$ cat src/rtl/lenet_pkg.sv
// Shared LeNet definitions: pixel type, signed max helper and layer geometry.
// Used by the conv layers and the pooling stages.
package lenet_pkg;

  localparam int bitwidth      = 32;
  localparam int CONV2_OUT_DIM = 10;
  localparam int POOL2_OUT_DIM = 5;
  localparam int CONV2_CH      = 2;

  typedef logic signed [bitwidth-1:0] pixel_t;

  // Signed maximum; on a tie the first argument (the earlier pixel) is kept.
  function automatic pixel_t smax(pixel_t a, pixel_t b);
    return (b > a) ? b : a;
  endfunction

endpackage

$ cat src/rtl/pool_line_buffer.sv
// One-row buffer of horizontal pair maxima for the 2x2 pooling window.
// Single write port and an asynchronous read port sharing one address (col>>1).
// Contents are never reset; every entry is written on an even row before it is read.
module pool_line_buffer
  import lenet_pkg::*;
#(
  parameter int DEPTH = 5,
  parameter int AW    = 3
) (
  input  logic          clk,
  input  logic          we,
  input  logic [AW-1:0] addr,
  input  pixel_t        wdata,
  output pixel_t        rdata
);

  pixel_t mem [DEPTH];

  // Even-row pair maxima are captured here for use on the following odd row
  always_ff @(posedge clk) begin
    if (we) mem[addr] <= wdata;
  end

  assign rdata = mem[addr];

endmodule

$ cat src/rtl/pool_layer_2_stream.sv
// 2x2 / stride-2 signed max-pool over a raster pixel stream (channels sequential).
// Even columns park in a pair register, odd columns fold into a horizontal max,
// even rows park that max in a line buffer, odd rows finish the window and load
// a single-entry output register with valid/ready handshake.
// Build option: define RELU_EN to clamp negative pooled results to zero.
module pool_layer_2_stream #(
  parameter int bitwidth = lenet_pkg::bitwidth,
  parameter int IN_DIM   = lenet_pkg::CONV2_OUT_DIM,
  parameter int CHANNELS = lenet_pkg::CONV2_CH,
  localparam int CH_W    = (CHANNELS > 1) ? $clog2(CHANNELS) : 1
) (
  input  logic                clk,
  input  logic                rst,
  input  logic                in_valid,
  output logic                in_ready,
  input  logic [bitwidth-1:0] in_data,
  output logic                out_valid,
  input  logic                out_ready,
  output logic [bitwidth-1:0] out_data,
  output logic                out_last,
  output logic [CH_W-1:0]     out_ch
);

  import lenet_pkg::*;

  localparam int CNT_W    = (IN_DIM > 1) ? $clog2(IN_DIM) : 1;
  localparam int LB_DEPTH = (IN_DIM / 2 > 0) ? IN_DIM / 2 : 1;
  localparam int LB_AW    = (LB_DEPTH > 1) ? $clog2(LB_DEPTH) : 1;

  if (IN_DIM % 2 != 0) begin : g_dim_check
    $error("pool_layer_2_stream: IN_DIM must be even");
  end

  if (bitwidth != $bits(pixel_t)) begin : g_width_check
    $error("pool_layer_2_stream: bitwidth must match lenet_pkg::pixel_t");
  end

  logic [CNT_W-1:0] col;
  logic [CNT_W-1:0] row;
  logic [CH_W-1:0]  ch;
  pixel_t           pair;
  pixel_t           pix;
  pixel_t           pm;
  pixel_t           lb_rd;
  pixel_t           result;
  pixel_t           act;
  logic [LB_AW-1:0] lb_addr;
  logic             xfer;
  logic             col_last;
  logic             row_last;
  logic             ch_last;
  logic             lb_we;
  logic             res_valid;

  assign in_ready  = !out_valid | out_ready;
  assign xfer      = in_valid & in_ready;
  assign col_last  = (col == CNT_W'(IN_DIM - 1));
  assign row_last  = (row == CNT_W'(IN_DIM - 1));
  assign ch_last   = (ch == CH_W'(CHANNELS - 1));
  assign pix       = pixel_t'(in_data);
  assign pm        = smax(pair, pix);
  assign result    = smax(lb_rd, pm);
  assign lb_addr   = LB_AW'(col >> 1);
  assign lb_we     = xfer & col[0] & ~row[0];
  assign res_valid = xfer & col[0] & row[0];

  pool_line_buffer #(
    .DEPTH (LB_DEPTH),
    .AW    (LB_AW)
  ) u_line_buffer (
    .clk   (clk),
    .we    (lb_we),
    .addr  (lb_addr),
    .wdata (pm),
    .rdata (lb_rd)
  );

  // Optional fused activation applied to the finished window before registering
  always_comb begin
    act = result;
`ifdef RELU_EN
    if (result < 0) act = '0;
`endif
  end

  // Raster position counters: col fastest, then row, then channel; wrap starts a new frame
  always_ff @(posedge clk or posedge rst) begin
    if (rst) begin
      col <= '0;
      row <= '0;
      ch  <= '0;
    end else if (xfer) begin
      if (col_last) begin
        col <= '0;
        if (row_last) begin
          row <= '0;
          ch  <= ch_last ? '0 : ch + CH_W'(1);
        end else begin
          row <= row + CNT_W'(1);
        end
      end else begin
        col <= col + CNT_W'(1);
      end
    end
  end

  // Even-column pixel waits here for its odd-column partner
  always_ff @(posedge clk or posedge rst) begin
    if (rst) begin
      pair <= '0;
    end else if (xfer && !col[0]) begin
      pair <= pix;
    end
  end

  // Single-entry output register; a new result may replace a word consumed on the same edge
  always_ff @(posedge clk or posedge rst) begin
    if (rst) begin
      out_valid <= 1'b0;
      out_data  <= '0;
      out_last  <= 1'b0;
      out_ch    <= '0;
    end else if (res_valid) begin
      out_valid <= 1'b1;
      out_data  <= act;
      out_ch    <= ch;
      out_last  <= ch_last & row_last & col_last;
    end else if (out_ready) begin
      out_valid <= 1'b0;
    end
  end

endmodule

$ cat config.mk
export PLATFORM = sky130hd
export DESIGN_NAME = pool_layer_2_stream
export DESIGN_NICKNAME = d
export VERILOG_FILES = /design/src/rtl/lenet_pkg.sv /design/src/rtl/pool_line_buffer.sv /design/src/rtl/pool_layer_2_stream.sv
export SDC_FILE = /design/constraint.sdc
export NUM_CORES = 1
export LEC_CHECK = 0
export ABC_AREA = 1
export ABC_CLOCK_PERIOD_IN_PS = 4600
export CAP_MARGIN = 20
export CORE_MARGIN = 2
export CORE_UTILIZATION = 25
export DETAILED_ROUTE_END_ITERATION = 12
export PLACE_DENSITY = 0.41
export SYNTH_ARGS = -nofsm -noshare
export SYNTH_HDL_FRONTEND = slang
export SYNTH_SLANG_ARGS = --single-unit
$ cat constraint.sdc
create_clock -name clk -period 4.6 [get_ports clk]
set_input_delay 1.38 -clock clk [delete_from_list [all_inputs] [get_ports clk]]
set_output_delay 1.38 -clock clk [all_outputs]
set_load 0.02 [all_outputs]
==> flow_summary.yaml <==
synthesis:
  syn_nets: 1191
  synth-seq-cells: 236
  syn_area_per_cell_um2: 10.8
  async_flop_share_pct: 32.2
  netlist_instances: 1091
  seq_area_frac_synth_pct: 57.1
  synth_flop_cell: "edfxtp_1"
  yosysWarnings: 0
  synth_edf_count: 160
  ys_types: 35
  synth_area_um2: 11700
setup_path:
  path_buf_inv: 6
  crit_fanout: 8
  r2r_slack_ns: 0.65
  slowest_stage: "nor4_4"
  cp-end-kind: "flop"
  critPathMaxStageDelay_ns: 0.42
  r2r-start: "pair[23]"
  cpMostUsedCell: "nand3_4"
  crit_type: "in -> reg"
  worstPathRequired_ns: 5.04
  cp_top_family: "simple AND/OR/NAND/NOR gates"
  timing.rr.end: "out_data[7]"
  reg2regPathDepth: 24
  arrival_ns: 4.89
  crit_path_start_kind: "input pin"
global_route:
  antenna_found_initial: 0
  grt_pass1_vias: 8858
  grt_start_max_net_pins: 66
  globalRouteTotalUtil_pct: 14.3
  overflow: 0
  grt_pass1_wl_um: 52900
sta:
  period_needed_ns: 4.45
  worst_pin_slew_ns: 0.900
  clock-skew-final_ns: 0.0289
  hold_viol_final: 0
  setup-violations-final: 0
  period_share_pct: 96.7
  fin_hold_ws_ns: 0.474
  max-slew-margin-rel_pct: 40.0
  drv_slew: 0
  fmax_mhz: 225
  tns_ns: 0
placed_design:
  gp_congestion: 0.753
  hpwl_um: 23000
  portBuffers: 71
job:
  drv_cap: 0
finish:
  final-seq-area_um2: 6710
  n_antenna_cell: 0
  nets: 1428
  drive_above_1_share_pct: 36.5
  final_common_cell: "nand2_1"
  final_cell_mix: "nand2_1, edfxtp_1, buf_4, dfrtp_1, nand3_1"
  multi_input_area_um2: 5420
  syn2layout_area_growth_pct: 40.1
  fillCellCount: 4675
die:
  die_y_um: 221
  fp.dieArea_um2: 48700
  boundaryPins: 72
  start_util_pct: 25.3
  core_area_um2: 46500
  rows: 79
  die_w_um: 221
routing:
  avgRoutedWirePerCell_um: 17.8
  drc: 0
  postRouteAntennaNets: 0
  finalWirelength_um: 34700
  first_iter_violations: 445
  viasPerCell: 4.48
  vias: 8757
  drt_first_pass_iters: 5
clocking:
  cts_buffers: 28
  numClockSinks: 236
  cts_tree: "yes"
  cts_hold_buffers: 0
  worstSkewPairLatency_ns: 0.57
  root_buffer: "clkbuf_16"
  cts_htree_levels: 1
  clkTransAtPathRegs_ns: 0.06
  clockBufferDepth: 3
hold_path:
  hold_path_end: "ch"
  hold_depth: 1
  min_path_type: "reg -> reg"
  worstHoldStart: "ch"
run_status:
  run_status: "finished, final reports clean"
==> stage by stage <==
step / std cells / area, um2 / utilization (%) / worst slack (ns)
6_report: 1955 / 16400 / 35.4 / 0.150
5_1_grt: 1955 / 16400 / 35.4 / -0.0239
4_1_cts: 1945 / 15900 / 34.2 / 0.00318
3_5_place_dp: 1879 / 14200 / 30.6 / -0.962
3_3_place_gp: 1878 / 14200 / 30.6 / -0.959
2_1_floorplan: 1091 / 11700 / - / -0.945
==> synthesized netlist by cell type, types with 2 or more instances <==
cell type | count | share of area, %
a21oi_1 | 73 | 3.1
a21oi_2 | 24 | 1.8
a221oi_1 | 4 | 0.30
a221oi_2 | 28 | 3.6
buf_12 | 3 | 0.51
buf_2 | 16 | 0.68
buf_4 | 8 | 0.51
buf_6 | 5 | 0.48
clkbuf_1 | 15 | 0.48
dfrtp_1 | 76 | 16
dlymetal6s2s_1 | 4 | 0.43
edfxtp_1 | 160 | 41
ha_1 | 64 | 6.8
inv_1 | 62 | 2.0
inv_2 | 5 | 0.16
nand2_1 | 302 | 9.7
nand2_2 | 12 | 0.64
nand3_1 | 69 | 2.9
nand3_2 | 32 | 2.7
nand3_4 | 2 | 0.30
nand4_1 | 36 | 1.9
nor2_1 | 61 | 2.0
nor2_2 | 4 | 0.21
nor3_1 | 2 | 0.085
nor4_1 | 4 | 0.21
o21a_1 | 4 | 0.26
o21ai_0 | 7 | 0.30
xor2_1 | 2 | 0.15
==> routing by layer <==
metal	wire length (um)	vias to the layer above	global-route usage [%]	part of all wire (%)
met5	0	-	0	0
met4	545	0	3.27	1.6
li1	-	4328	-	-
met2	16000	131	23.3	46
met3	1230	33	1.64	3.5
met1	16900	4265	20.3	49
==> final cells by class <==
cell class / instances / share of cell area, %
Clock buffer: 32 / 4.48
Clock inverter: 18 / 1.13
Inverter: 68 / 1.64
Multi-Input combinational cell: 737 / 33.0
Sequential cell: 236 / 40.8
Tap cell: 607 / 4.62
Timing Repair Buffer: 257 / 14.4
==> sequential cells by signal (all words and copies together), names as in the netlist <==
name and cells:
ch 1, out_ch 1, out_valid 1, u_line_buffer.mem 160, out_last 1, col 4
row 4, pair 32, out_data 32
==> worst max-delay path by stage <==
stage | startpoint | to | slack (ns) | cells past startpoint
floorplan | out_ready | u_line_buffer.mem[0][0] | -0.94 | 6
global placement | in_data[25] | out_data[20] | -0.96 | 27
detailed placement | in_data[27] | out_data[20] | -0.96 | 27
CTS | in_data[8] | out_data[7] | 0.003 | 26
global route | in_data[9] | out_data[31] | -0.02 | 30
finish | in_data[26] | out_data[7] | 0.15 | 25
==> cells by family after synthesis <==
family,Yosys count,synth area share (%)
AO/OA/AOI/OAI,142,9.48
XOR/XNOR,3,0.288
adder cells (fa/ha/maj),64,6.82
buffers and inverters,120,5.34
flip-flops,236,57.1
AND/OR/NAND/NOR,526,20.9
==> timing repair <==
action,in CTS,in global routing
buffers inserted,10,11
cloned,6,1
pin swaps,58,76
gates resized for setup,139,120
hold endpoints to repair,0,0
setup endpoints to repair,32,32
Power is left out: the tool's default activity adds up to more than one toggle a clock period on the data nets, which glitch-free logic cannot reach.
